===== config.mk =====
export PLATFORM = sky130hd
export DESIGN_NAME = vga_mem_arbiter
export DESIGN_NICKNAME = d
export VERILOG_FILES = /design/src/rtl/vga_pkg.sv /design/src/rtl/vga_rr_pick.sv /design/src/rtl/vga_mem_arbiter.sv
export SDC_FILE = /design/constraint.sdc
export NUM_CORES = 1
export LEC_CHECK = 0
export ABC_AREA = 1
export CAP_MARGIN = 20
export CORE_UTILIZATION = 37
export CTS_CLUSTER_SIZE = 28
export DETAILED_ROUTE_END_ITERATION = 8
export PLACE_DENSITY = 0.84
export SYNTH_ARGS = -nofsm -noshare
export SYNTH_HDL_FRONTEND = slang
export SYNTH_SLANG_ARGS = --single-unit

===== constraint.sdc =====
create_clock -name pclk -period 1.6 [get_ports pclk]
set_input_delay 0.32 -clock pclk [delete_from_list [all_inputs] [get_ports pclk]]
set_output_delay 0.32 -clock pclk [all_outputs]
set_load 0.02 [all_outputs]

===== src/rtl/vga_pkg.sv =====
// Shared VGA types and constants: display timing, arbiter defaults, read-return tag.
package vga_pkg;
  localparam int H_ACTIVE = 640;
  localparam int H_TOTAL  = 800;
  localparam int V_ACTIVE = 480;
  localparam int V_TOTAL  = 525;

  localparam int DEF_ADDR_W    = 16;
  localparam int DEF_DATA_W    = 12;
  localparam int DEF_N_WR      = 2;
  localparam int DEF_MAX_BURST = 8;

  typedef enum logic {ARB, BURST} arb_state_t;

  // Tag that travels alongside a RAM access so its read data can be steered back.
  typedef struct packed {
    logic       is_disp;
    logic       is_wr;
    logic [1:0] owner;
  } rt_t;

  function automatic logic frame_origin(input logic [10:0] h, input logic [10:0] v);
    return (h == 11'd0) && (v == 11'd0);
  endfunction
endpackage


===== src/rtl/vga_rr_pick.sv =====
// Combinational round-robin picker: first requester at or after ptr, wrapping mod N_WR.
module vga_rr_pick #(
  parameter int N_WR = 2,
  parameter int PW   = 1
) (
  input  logic [N_WR-1:0] req,
  input  logic [PW-1:0]   ptr,
  output logic [N_WR-1:0] gnt,
  output logic [PW-1:0]   idx,
  output logic            any
);
  localparam logic [PW:0] NV = (PW+1)'(N_WR);

  logic [PW:0] cand;

  // Scan N_WR candidates starting at ptr; one extra bit keeps the wrap exact for non-power-of-2 N_WR.
  always_comb begin
    gnt  = '0;
    idx  = '0;
    any  = 1'b0;
    cand = '0;
    for (int k = 0; k < N_WR; k++) begin
      cand = {1'b0, ptr} + (PW+1)'(k);
      if (cand >= NV) cand = cand - NV;
      if (!any && req[cand[PW-1:0]]) begin
        any = 1'b1;
        idx = cand[PW-1:0];
      end
    end
    for (int j = 0; j < N_WR; j++) gnt[j] = any && (idx == PW'(j));
  end
endmodule


===== src/rtl/vga_mem_arbiter.sv =====
// Single-port frame-buffer arbiter: display fetch first, writers round-robin in bursts.
module vga_mem_arbiter
  import vga_pkg::*;
#(
  parameter int ADDR_W    = DEF_ADDR_W,
  parameter int DATA_W    = DEF_DATA_W,
  parameter int N_WR      = DEF_N_WR,
  parameter int MAX_BURST = DEF_MAX_BURST
) (
  input  logic                     pclk,
  input  logic                     rst,
  input  logic                     vblnk,
  input  logic                     hblnk,
  input  logic [10:0]              vcount,
  input  logic [10:0]              hcount,
  input  logic                     vblank_only,
  input  logic                     disp_req,
  input  logic [ADDR_W-1:0]        disp_addr,
  output logic                     disp_rvalid,
  output logic [DATA_W-1:0]        disp_rdata,
  input  logic [N_WR-1:0]          wr_req,
  input  logic [N_WR-1:0]          wr_we,
  input  logic [N_WR-1:0]          wr_last,
  input  logic [N_WR*ADDR_W-1:0]   wr_addr,
  input  logic [N_WR*DATA_W-1:0]   wr_wdata,
  output logic [N_WR-1:0]          wr_gnt,
  output logic [N_WR-1:0]          wr_rvalid,
  output logic [DATA_W-1:0]        wr_rdata,
  output logic [ADDR_W-1:0]        mem_addr,
  output logic                     mem_we,
  output logic [DATA_W-1:0]        mem_wdata,
  input  logic [DATA_W-1:0]        mem_rdata,
  output logic                     frame_start
);
  localparam int PW = (N_WR > 1) ? $clog2(N_WR) : 1;
  localparam int BW = $clog2(MAX_BURST + 1);

  arb_state_t  state, state_n;
  logic [PW-1:0] rr_ptr, rr_ptr_n, owner, owner_n, sel;
  logic [BW-1:0] beat_cnt, beat_cnt_n;
  logic          win, beat;
  logic [N_WR-1:0] gnt, pick_gnt;
  logic [PW-1:0]   pick_idx;
  logic            pick_any;
  rt_t             rt1;

  logic [N_WR-1:0][ADDR_W-1:0] wa;
  logic [N_WR-1:0][DATA_W-1:0] wd;
  assign wa = wr_addr;
  assign wd = wr_wdata;

  // hblnk is part of the vga_timing bundle but plays no role in arbitration.
  logic unused_in;
  assign unused_in = hblnk;

  function automatic logic [PW-1:0] ptr_inc(input logic [PW-1:0] p);
    logic [PW:0] s;
    s = {1'b0, p} + (PW+1)'(1);
    if (s >= (PW+1)'(N_WR)) s = '0;
    return s[PW-1:0];
  endfunction

  assign win = !disp_req && (vblank_only ? vblnk : 1'b1);

  vga_rr_pick #(.N_WR(N_WR), .PW(PW)) u_pick (
    .req (wr_req),
    .ptr (rr_ptr),
    .gnt (pick_gnt),
    .idx (pick_idx),
    .any (pick_any)
  );

  // Next state, grant and beat selection; grants are forced off while reset is asserted.
  always_comb begin
    state_n    = state;
    rr_ptr_n   = rr_ptr;
    owner_n    = owner;
    beat_cnt_n = beat_cnt;
    gnt        = '0;
    beat       = 1'b0;
    sel        = owner;
    case (state)
      ARB: begin
        if (win && pick_any) begin
          gnt        = pick_gnt;
          beat       = 1'b1;
          sel        = pick_idx;
          owner_n    = pick_idx;
          beat_cnt_n = BW'(1);
          if (wr_last[pick_idx] || (MAX_BURST == 1)) rr_ptr_n = ptr_inc(pick_idx);
          else                                       state_n  = BURST;
        end
      end
      BURST: begin
        if (!wr_req[owner]) begin
          state_n  = ARB;
          rr_ptr_n = ptr_inc(owner);
        end else if (win) begin
          gnt[owner] = 1'b1;
          beat       = 1'b1;
          beat_cnt_n = beat_cnt + BW'(1);
          if (wr_last[owner] || (beat_cnt + BW'(1) == BW'(MAX_BURST))) begin
            state_n  = ARB;
            rr_ptr_n = ptr_inc(owner);
          end
        end
      end
      default: state_n = ARB;
    endcase
    if (!rst) begin
      gnt  = '0;
      beat = 1'b0;
    end
  end

  assign wr_gnt = gnt;

  // Arbiter state register.
  always_ff @(posedge pclk or negedge rst) begin
    if (!rst) begin
      state    <= ARB;
      rr_ptr   <= '0;
      owner    <= '0;
      beat_cnt <= '0;
    end else begin
      state    <= state_n;
      rr_ptr   <= rr_ptr_n;
      owner    <= owner_n;
      beat_cnt <= beat_cnt_n;
    end
  end

  // RAM command register: display overrides, otherwise the granted beat, otherwise idle.
  always_ff @(posedge pclk or negedge rst) begin
    if (!rst) begin
      mem_addr  <= '0;
      mem_we    <= 1'b0;
      mem_wdata <= '0;
    end else if (disp_req) begin
      mem_addr <= disp_addr;
      mem_we   <= 1'b0;
    end else if (beat) begin
      mem_addr  <= wa[sel];
      mem_we    <= wr_we[sel];
      mem_wdata <= wd[sel];
    end else begin
      mem_we <= 1'b0;
    end
  end

  // Return-path tag: stage 1 tracks the RAM command, stage 2 lines up with mem_rdata.
  always_ff @(posedge pclk or negedge rst) begin
    if (!rst) begin
      rt1         <= '0;
      disp_rvalid <= 1'b0;
      wr_rvalid   <= '0;
    end else begin
      rt1 <= '{is_disp: disp_req, is_wr: beat && !wr_we[sel], owner: 2'(sel)};
      disp_rvalid <= rt1.is_disp;
      for (int j = 0; j < N_WR; j++) wr_rvalid[j] <= rt1.is_wr && (rt1.owner == 2'(j));
    end
  end

  assign disp_rdata = disp_rvalid ? mem_rdata : '0;
  assign wr_rdata   = (|wr_rvalid) ? mem_rdata : '0;

  // Frame origin pulse, one cycle behind the counters.
  always_ff @(posedge pclk or negedge rst) begin
    if (!rst) frame_start <= 1'b0;
    else      frame_start <= frame_origin(hcount, vcount);
  end
endmodule


# Word-level counts from Yosys, hierarchy flattened
# Index checks and enable logic that the tools add are counted.
# totals
in_bits	118
register_bits	42
output_inout_bits	59
wordCells	121
# op_classes
n_lt_le_gt_ge	10
n_bitwise	3
n_addsub	6
mux	61
eq_ne	7
reduce_logical	22
# op_table
op	count
16-bit two-way mux	4
12-bit two-way mux	4
1-bit two-way mux	40
11-bit logical NOT	2
4-bit two-way mux	3
1-bit logical AND	10
1-bit by 2-bit < comparator with 1-bit output, second input constant	5
2-bit two-way mux	4
4-bit one-hot mux with 2 select lines	1
1-bit by 1-bit adder with 2-bit output, second input constant	3
2-bit greater-or-equal comparator, second input constant	3
1-bit one-hot mux with 2 select lines	3
4-bit by 1-bit adder with 4-bit output, second input constant	1
4-bit == test, second input constant	1
2-bit by 1-bit inequality test with 1-bit output, second input constant	2
2-bit inequality test, second input constant	2
2-bit one-hot mux with 2 select lines	1
4-bit AND reduction	1
1-bit logical NOT	3
3-bit by 2-bit inequality test with 1-bit output, second input constant	1
3-bit inequality test, second input constant	1
1-bit inverter	3
3-bit AND reduction	1
1-bit by 2-bit greater-or-equal comparator with 1-bit output, second input constant	1
8 further kinds	9

# Logic depth before layout (Yosys ltp)
# depth
ltp_word	15
mapped_depth	12
mapped_depth_nobuf	11

# By module
# From an unflattened synthesis, not the netlist that was laid out.
# unflattened
hier_cells	379
hier_area_um2	2691.3
# by_module_without_submodules
mod	cells_each	seq_area_each_um2	area_each_um2	n_inst
vga_mem_arbiter	372	1051.0	2661.3	1
vga_rr_pick	7	0.0	30.0	1

# Worst setup path after synthesis
# No wires, ideal clock.
# synth_timing
path_kind	input to output
startpoint	in vblnk
endpoint	out wr_gnt[0]
cell_stages	8
setup_slack_ns	-0.091
required_ns	1.280
arrival_ns	1.371
path_buffers	2
cell_sequence	inv_1 -> nand2_1 -> nand2_4 -> nor2_4 -> nand2_2 -> buf_6 -> buf_6 -> a21oi_1
# synth_via
elab_chain_len	6
word_cells_on_any_way	8
classes_between	6 x mux; 2 x reduce/logical
# synth_rtl
item	line	source
start: declaration	vga_mem_arbiter.sv:12	input logic vblnk,
1-bit two-way mux (*)	vga_mem_arbiter.sv:63	assign win = !disp_req && (vblank_only ? vblnk : 1'b1);
1-bit logical AND (*)	vga_mem_arbiter.sv:63	
2-bit two-way mux or 1-bit logical AND (tied branches)	vga_mem_arbiter.sv:98, vga_mem_arbiter.sv:84	
2-bit two-way mux (on tied branches)	vga_mem_arbiter.sv:95, vga_mem_arbiter.sv:84	
2-bit one-hot mux with 2 select lines (*)	vga_mem_arbiter.sv:82	case (state)
2-bit two-way mux (*)	vga_mem_arbiter.sv:110	if (!rst) begin
end: declaration	vga_mem_arbiter.sv:26	output logic [N_WR-1:0] wr_gnt,
# Mark *: on every way between the ends. The rest lies on a longest branch, timed or not.

# Worst setup path in the final report
# layout_timing
startpoint	reg rr_ptr
endpoint	out wr_gnt[0]
# layout_via
elab_chain_len	13
word_cells_on_any_way	23
classes_between	3 x add/sub; 2 x order compare; 13 x mux; 1 x bitwise; 4 x reduce/logical
# layout_rtl
item	line	source
start: declaration	vga_mem_arbiter.sv:39	logic [PW-1:0] rr_ptr, rr_ptr_n, owner, owner_n, sel;
start signal: assignment	vga_mem_arbiter.sv:127	rr_ptr <= rr_ptr_n;
1-bit by 2-bit greater-or-equal comparator with 1-bit output or 1-bit subtractor (tied branches)	vga_rr_pick.sv:24	if (cand >= NV) cand = cand - NV;
1-bit two-way mux	vga_rr_pick.sv:24	
1-bit two-way mux (implied by the code) (2 in a row)	vga_rr_pick.sv:25	if (!any && req[cand[PW-1:0]]) begin
1-bit two-way mux	vga_rr_pick.sv:25	
1-bit logical NOT	vga_rr_pick.sv:25	
1-bit logical AND	vga_rr_pick.sv:25	
1-bit two-way mux	vga_rr_pick.sv:25	
1-bit inverter	vga_rr_pick.sv:30	for (int j = 0; j < N_WR; j++) gnt[j] = any && (idx == PW'(j));
1-bit logical AND	vga_rr_pick.sv:30	
2-bit two-way mux (*)	vga_mem_arbiter.sv:84	if (win && pick_any) begin
2-bit one-hot mux with 2 select lines (*)	vga_mem_arbiter.sv:82	
2-bit two-way mux (*)	vga_mem_arbiter.sv:110	
# Mark *: on every way between the ends. The rest lies on a longest branch, timed or not. The select of a mux whose other input is x is not followed.

==> flow_summary.ini <==
[outcome]
status = finished with violations
violations = setup timing

[floorplanning]
start_util_pct = 38.47
die_h_um = 89.07
die_width_um = 89.07
boundaryPins = 177
coreArea_mm2 = 0.007292
rows = 31
die_area_mm2 = 0.007933

[critical_path]
path_depth = 8
critPathTopFamily = flip-flops
end_kind = primary output
arrival_ns = 1.37
reg2reg_depth = 11
cp_cell_sequence = inv_2 -> nand2_4 -> nand2_4 -> nand2_2 -> inv_2 -> nand2_4 -> a21oi_2 -> buf_6
required_ns = 1.28
regToRegEndpoint = mem_addr[7]$_DFFE_PN0P_
crit_path_frequent_cell = nand2_4
critPathKind = reg -> out
cp-startpoint = rr_ptr$_DFFE_PN0P_
cp-endpoint = wr_gnt[0]
cpMaxStageDelayCell = dfrtp_1
critical_path.max_fanout = 3
reg2reg_from = state$_DFF_PN0_
worst-path-buf-inv = 3
critPathLaunchType = flop
reg2reg_slack_ns = 0.05
cp_slowest_stage_delay_ns = 0.41

[route]
ant_nets = 0
drc = 0
vias_per_cell = 4.901
routed-via-count = 3421
dr.first_iter.drc_count = 145
firstDrtPassIters = 5
wl_mm = 10.29
wl_per_cell_um = 14.74

[synth]
synth.yosys.seq_area_share_pct = 37.47
netlist_area_mm2 = 0.002805
ys_async_sr_fraction_pct = 100.0
yosys_most_used_dff = dfrtp_1
ys_types = 34
synth_cells = 374
postSynthAreaPerCell_um2 = 7.501
ys_seq_elements = 42
yosysWarnings = 0
syn_nets = 493
synth_edf_count = 0

[grt]
gr-max-usage-layer = met2
grtUsageMet3_pct = 5.540
grt_pass1_wl_mm = 14.10
grt_max_degree = 38
gr-usage-met2_pct = 44.55
gr-total-overflow = 0
antenna_found_initial = 0
grt_pass1_vias = 3167
grtUsageMet1_pct = 25.58
track_usage_pct = 23.19

[clock_network]
cts_made_buffers = 5
cts-htree-levels = 2
cts_tree = yes
clock_latency_ns = 0.29
clk_path_buf_depth = 2
clockRootBuffer = clkbuf_8
cts.sinks = 42
clk_pin_slew_ns = 0.08

[timing]
period_share_pct = 105.7
finalMaxSlewViolations = 0
rsz0062_at_grt = true
fmax_mhz = 591.5
report.final.setup_viol = 2
setup_slack_ns = -0.09069
min_period_ns = 1.691
hold_violations = 0
clock_skew_ns = 0.004209
max_slew_margin_pct = 67.27
tightest_slew_ns = 0.4909

[finish]
drive_gt1_share_pct = 24.37
nFillCells = 573
utilization_pct = 72.51
layout_common_cells = clkdlybuf4s50_1 (113), nand2_1 (83), nand3_1 (54)
diodes = 0
seqCellArea_mm2 = 0.001052
final_common_cell = clkdlybuf4s50_1
multi_input_area_mm2 = 0.001481
fin_area_mm2 = 0.005288
synthToLayoutAreaGrowth_pct = 88.49
fin_nets = 717

[flow_run]
maxCapViolations = 0

[placed_design]
place_area_mm2 = 0.004842
hpwl_mm = 7.507
numPortBuffers = 175
place_congestion = 0.9111

[power]
switching_share_pct = 39.19
power.internal_mw = 3.345
ir_drop_mv = 0.4906
pwr-share-comb_pct = 56.7
pwr-share-clk_pct = 14.9
p_per_area_mw_per_mm2 = 1040
p_switching_mw = 2.156
leakage_nw = 2.809
power_frac_seq_pct = 28.4

[worst_hold_path]
hold_path_class = in -> async
cells by family (layout without fill, tap and decap cells):
| group | count (synthesis) | count (layout) | synth area share, % |
|---|---|---|---|
| AOI/OAI and AO/OA | 27 | 27 | 6.690 |
| and+or+nand+nor | 232 | 232 | 42.55 |
| DFF | 42 | 42 | 37.47 |
| buffers and inverters | 72 | 297 | 12.85 |
| adders and majority gates | 1 | 1 | 0.4460 |
cells in the mapped netlist, types with 4 or more instances:
cell type  number  area share (%)
nand3b_1       25             6.7
a21oi_1         4            0.71
o21ai_0         7             1.2
a21oi_2         5             1.6
inv_2           6            0.80
inv_1          46             6.2
nand3_1        55             9.8
nor2_2         10             2.2
nand2_4         6             2.4
nand2_2        12             2.7
nand2_1        87              12
dfrtp_1        42              37
clkbuf_1        4            0.54
o21ai_2         8             2.5
buf_6           7             2.8
nor2_1         23             3.1
nor4_1          4            0.89
worst min path at each step:
stage / from / endpoint / slack [ns] / cells after the start
floorplan: rst / beat_cnt[0]$_DFFE_PN0P_ / 0.02 / 0
global placement: rst / mem_addr[10]$_DFFE_PN0P_ / 0.32 / 2
detailed placement: rst / mem_addr[10]$_DFFE_PN0P_ / 0.31 / 2
CTS: rst / mem_addr[9]$_DFFE_PN0P_ / 0.0004 / 2
global route: rst / beat_cnt[2]$_DFFE_PN0P_ / 0.34 / 3
finish: rst / mem_addr[12]$_DFFE_PN0P_ / 0.31 / 3
timing repair:
item | in CTS | in global routing
endpoints found under the setup margin | 63 | 68
hold endpoints to repair | 0 | 4
gates resized for setup | 89 | 67
pin swaps | 6 | 17
gates cloned | 1 | 4
buffers inserted | 3 | 11
hold buffers | 0 | 1
sequential cells by signal, indices dropped and copies added, names as in the netlist:
name and flops:
mem_we 1, disp_rvalid 1, mem_addr 16, rt1 3, wr_rvalid 2, frame_start 1, mem_wdata 12, state 1
rr_ptr 1, beat_cnt 4
routing by layer:
metal	wire [um]	vias up
li1	-	1645
met2	5281	187
met1	3896	1576
met4	159	0
met3	956	13
met5	0	-
metrics by stage:
step                TNS [ns]  hold slack (ns)  power [mW]  setup WS, ns  cells
floorplan                  0          0.02441       3.011       0.01358    374
global placement      -23.37           0.3178       4.251       -0.7368    670
detailed placement    -25.47           0.3137       4.336       -0.7444    670
CTS                  -0.1659        0.0003896       5.238       -0.1302    682
global route         -0.3995           0.3426       5.826       -0.1463    698
finish               -0.1509           0.3126       5.501      -0.09069    698
power by group through the flow:
stage               registers [mW]  logic [mW]  clock network, mW
detailed placement            1.57        2.76                  0
global route                  1.60        3.34              0.886
CTS                           1.56        2.84              0.839
global placement              1.56        2.69                  0
floorplan                     1.85        1.16                  0
finish                        1.56        3.12              0.819
tightest hold or removal path, cell delays in order:
cell	delay, ns
buf_2	0.14
buf_4	0.16
buf_4	0.43
final cells by class:
type                       count  area share (%)
timing repair inverter         2          0.3313
inverter                      54           4.212
clock buffer                   7           1.443
multi-input combinational    260           28.02
clock inverter                 1          0.5679
tap                           99           2.343
timing repair buffer         233           43.19
sequential                    42           19.90
(Power assumes the default switching activity.)
